<file path="src/rtl/alu_serial_sequencer.sv">
// Bit-serial operand sequencer driving a single 1-bit full-adder cell, LSB first.
// Latency: start accepted at edge N -> busy for WIDTH cycles -> done pulse in cycle N+WIDTH+1.
// Backpressure: start is ignored while busy; accepted in IDLE or in the DONE cycle (back-to-back).
// Optional: define ALU_SERIAL_FLAGS_EN to add ovf/zero flag outputs.
module alu_serial_sequencer #(
  parameter int WIDTH = 8,
  parameter int CNT_W = 4
) (
  input  logic             clk,
  input  logic             rst,
  input  logic             start,
  input  logic [1:0]       op_sel,
  input  logic             cin,
  input  logic [WIDTH-1:0] a,
  input  logic [WIDTH-1:0] b,
  output logic             busy,
  output logic             done,
  output logic [WIDTH-1:0] result,
  output logic             cout
`ifdef ALU_SERIAL_FLAGS_EN
  ,
  output logic             ovf,
  output logic             zero
`endif
);

  typedef enum logic [1:0] {IDLE = 2'd0, SHIFT = 2'd1, DONE = 2'd2} state_t;

  state_t             state_q, state_d;
  logic [WIDTH-1:0]   a_sh, b_sh;
  logic [1:0]         op_r;
  logic               carry_r;
  logic [CNT_W-1:0]   cnt;
  logic               accept;
  logic               last_bit;
  logic               fa_b, fa_sum, fa_cout;
  logic [WIDTH-1:0]   result_nxt;

  // Full-adder cell: si selects what the B input contributes (0, B, ~B, 1).
  always_comb begin
    fa_b = 1'b0;
    case (op_r)
      2'b00:   fa_b = 1'b0;
      2'b01:   fa_b = b_sh[0];
      2'b10:   fa_b = ~b_sh[0];
      default: fa_b = 1'b1;
    endcase
    fa_sum  = a_sh[0] ^ fa_b ^ carry_r;
    fa_cout = (a_sh[0] & fa_b) | (a_sh[0] & carry_r) | (fa_b & carry_r);
  end

  assign last_bit   = (cnt == CNT_W'(WIDTH - 1));
  assign result_nxt = {fa_sum, result[WIDTH-1:1]};

  // State register.
  always_ff @(posedge clk or posedge rst) begin
    if (rst) state_q <= IDLE;
    else     state_q <= state_d;
  end

  // Next-state and status outputs; start is only honoured outside SHIFT.
  always_comb begin
    state_d = state_q;
    accept  = 1'b0;
    busy    = 1'b0;
    done    = 1'b0;
    case (state_q)
      IDLE: begin
        if (start) begin
          accept  = 1'b1;
          state_d = SHIFT;
        end
      end
      SHIFT: begin
        busy = 1'b1;
        if (last_bit) state_d = DONE;
      end
      DONE: begin
        done = 1'b1;
        if (start) begin
          accept  = 1'b1;
          state_d = SHIFT;
        end else begin
          state_d = IDLE;
        end
      end
      default: state_d = IDLE;
    endcase
  end

  // Operand capture and bit-serial datapath; the sum enters at the MSB and moves down.
  always_ff @(posedge clk or posedge rst) begin
    if (rst) begin
      a_sh    <= '0;
      b_sh    <= '0;
      op_r    <= 2'b00;
      carry_r <= 1'b0;
      cnt     <= '0;
      result  <= '0;
      cout    <= 1'b0;
    end else if (accept) begin
      a_sh    <= a;
      b_sh    <= b;
      op_r    <= op_sel;
      carry_r <= cin;
      cnt     <= '0;
      result  <= '0;
    end else if (state_q == SHIFT) begin
      a_sh    <= a_sh >> 1;
      b_sh    <= b_sh >> 1;
      carry_r <= fa_cout;
      cnt     <= cnt + CNT_W'(1);
      result  <= result_nxt;
      if (last_bit) cout <= fa_cout;
    end
  end

`ifdef ALU_SERIAL_FLAGS_EN
  // Flags are captured on the final bit so they become valid with done.
  always_ff @(posedge clk or posedge rst) begin
    if (rst) begin
      ovf  <= 1'b0;
      zero <= 1'b0;
    end else if (state_q == SHIFT && last_bit && !accept) begin
      ovf  <= carry_r ^ fa_cout;
      zero <= (result_nxt == '0);
    end
  end
`endif

endmodule

</file>
<file path="config.mk">
export PLATFORM = sky130hd
export DESIGN_NAME = alu_serial_sequencer
export DESIGN_NICKNAME = d
export VERILOG_FILES = /design/src/rtl/alu_serial_sequencer.sv
export SDC_FILE = /design/constraint.sdc
export NUM_CORES = 1
export LEC_CHECK = 0
export ABC_CLOCK_PERIOD_IN_PS = 1800
export BUFFER_PORTS_ARGS = -buffer_cell sky130_fd_sc_hd__clkbuf_2
export CORE_UTILIZATION = 35
export CTS_CLUSTER_DIAMETER = 40
export DETAILED_ROUTE_END_ITERATION = 8
export GPL_TIMING_DRIVEN = 1
export HOLD_SLACK_MARGIN = 0.05
export PLACE_DENSITY = 0.54
export SLEW_MARGIN = 10
export SYNTH_ARGS = -nofsm -noshare
export SYNTH_HDL_FRONTEND = slang
export SYNTH_SLANG_ARGS = --single-unit
</file>
<file path="constraint.sdc">
create_clock -name clk -period 1.8 [get_ports clk]
set_input_delay 0.18 -clock clk [delete_from_list [all_inputs] [get_ports clk]]
set_output_delay 0.18 -clock clk [all_outputs]
set_load 0.005 [all_outputs]
</file>
==> metrics <==
CP Launch Type=flop; row count=23; Slew HR=0.5378; I/O Buffers=32; post-synthesis cell area=roughly 1500 sq um; Post-CTS Setup Repair Bufs=0; leak pwr=between 0.8 and 0.9 nW; largest net degree at the start of global routing=35; WHS Endpoint=op_r[1]; period utilization=0.8031; Hold WC Path Type=in -> reg; Resize count post-CTS=0; layout cells sized above 1=0.2744; Die W=about 67 microns; maxcap violations=0; DR vias=about 1100; drt initial violations=67; Yosys reg bits=34; clk_skew=a little under 4 ps; cts bufs inserted=5; area of the multi-input gates=approximately 520 sq um; Routed Antenna Nets=0; FF-to-FF End=carry_r; Max Clock Freq=between 600 and 700 MHz; first-pass GRT wire length=about 5200 microns; Synth Instances=130; Ys Warns=0; Core Footprint=between 4000 and 5000 sq um; register area=roughly 850 sq um; Hold Fails Final Rpt=0; RR Startpoint=state_q[0]; pwr dens=between 1500 and 2000 nW/um^2; CTS tree=done; commonest non-fill, non-tap cell in the layout=dfrtp_1; minimum clock period=1446 ps; Least-Margin Pin Slew=slightly below 700 ps; Reg2Reg Setup Slack=~350 ps; final core utilization=0.4342; Synthesized Nets=approximately 150; Initial Util=0.3650; Clock Tree Root=clkbuf_8; failing checks=design-rule violations; fill cell count=394; worst hold stages=3; Placer Congestion=between 0.7 and 0.8; r2r worst-path depth=3; clock buffer depth=2; commonest non-fill, non-tap cells in the layout=dfrtp_1, clkbuf_2, nand2_1; DRC errors left=2; WL/cell=13.89 microns; DRT Wirelength=2972 microns; Max stage delay on crit path=430 ps; setup violators final=0; clock latency on the worst-skew pair=~280 ps; Layout area overhead=18.94%; critical path data required time=approximately 2000 ps; all-layer global routing usage=0.1606; Hold Crit Start=op_sel[1]; antenna violations before repair=0; final antenna diode count=0; Remaining Overflow, GRT=0; slowest CP cell=and2b_4; Netlist cell types=28; Slew Viols, Final=0; H-tree Lvls=2; syn_area_per_cell=approximately 11 sq um; # IOs=33; Crit. End Element=flop; Crit Path Category=reg -> reg; crit path cell chain=and2b_4 > nor2_2 > a221o_1; CTS clk-pin slew, worst paths=around 60 ps; vias in the first global route=1094; status=finished, violations left; Die Height=66.59 microns; first-pass iteration count of the detailed router=6; Total Neg Setup Slack=0 ps; clock net sink count=34; maximum vdd drop=642.9 uV; sequential share of the synthesized area=0.5827; Worst EP arrival=around 1600 ps; unrepaired setup endpoints after global routing=no; peak fanout along the critical path=22; Vias/cell=5.089; hold buffer count at CTS=1; placed wire-length estimate=2007 microns; nets=between 150 and 200; die area=approximately 4400 sq um
-- layout make-up --
| cell class | count | share of cell area |
|---|---|---|
| repair buffers | 35 | 0.1066 |
| multi-input cells | 82 | 0.3012 |
| inverters | 5 | 0.01369 |
| well taps | 50 | 0.03602 |
| flip-flops and latches | 34 | 0.4899 |
| clock inverters | 1 | 0.002882 |
| clock buffers | 7 | 0.04971 |
-- synth_stat cells, drive strengths merged --
cell type | number | area share
a221o | 2 | 0.014
a22o | 10 | 0.060
a22oi | 12 | 0.062
a31oi | 1 | 0.0043
and2b | 1 | 0.0069
buf | 9 | 0.043
dfrtp | 34 | 0.58
fa | 1 | 0.014
ha | 1 | 0.0086
inv | 5 | 0.016
mux2i | 3 | 0.021
nand2 | 23 | 0.059
nand2b | 2 | 0.0086
nand3 | 12 | 0.041
nand3b | 1 | 0.0051
nand4 | 1 | 0.0043
nor2 | 5 | 0.015
nor2b | 1 | 0.0043
nor3 | 2 | 0.010
o21ai | 1 | 0.0034
o2bb2ai | 1 | 0.0060
xnor2 | 1 | 0.0060
xor2 | 1 | 0.0060
-- critical path, delay by kind of cell (launching register included) --
family	cells	cell delay (ps)
AND/OR/NAND/NOR	2	600
flip-flops	1	410
AO/OA/AOI/OAI	1	310
-- sequential cells by signal, indices dropped and copies added (netlist names) --
| name | flops |
|---|---|
| cnt | 4 |
| a_sh | 8 |
| op_r | 2 |
| cout | 1 |
| result | 8 |
| b_sh | 8 |
| carry_r | 1 |
| state_q | 2 |
-- routing by layer --
metal  GRT usage  routed length, microns  vias up
met5           0                       0        -
li1            -                       -      522
met1      0.2140                    1412      539
met3     0.04795                     132        6
met2      0.2424                    1379       22
met4     0.06383                      46        0
-- worst max-delay path by stage --
stage	start	end	slack [ps]	depth (start not counted)
floorplan	state_q[1]	a_sh[7]	600	6
global placement	state_q[0]	carry_r	390	3
detailed placement	state_q[0]	carry_r	370	3
CTS	state_q[1]	busy	350	3
global route	state_q[0]	carry_r	250	4
finish	state_q[0]	carry_r	350	3
-- cells by family after synthesis --
logic type               synth area share
AND/OR/NAND/NOR                    0.1542
flip-flops                         0.5827
AO/OA/AOI/OAI                      0.1491
buffers and inverters             0.05912
multiplexers                      0.02057
XOR/XNOR                          0.01200
adder cells (fa/ha/maj)           0.02228
-- metrics by stage --
| stage | total power [W] | hold WS (ps) | worst slack [ps] | cells | area (sq um) |
|---|---|---|---|---|---|
| global route | 0.003247 | 86.27 | 253.9 | 214 | 1737 |
| detailed placement | 0.002453 | 282.2 | 371.9 | 205 | 1635 |
| floorplan | 0.002165 | 285.4 | 597.9 | 130 | 1460 |
| CTS | 0.003039 | 83.24 | 353.8 | 214 | 1737 |
| finish | 0.002998 | 91.48 | 354.3 | 214 | 1737 |
| global placement | 0.002413 | 274.2 | 390.6 | 205 | 1635 |
-- report_power, final --
part           switching (W)  internal [W]
sequential          0.000219       0.00110
clock               0.000263      0.000308
combinational       0.000613      0.000492
total                0.00110       0.00190
(Power assumes the default switching activity.)
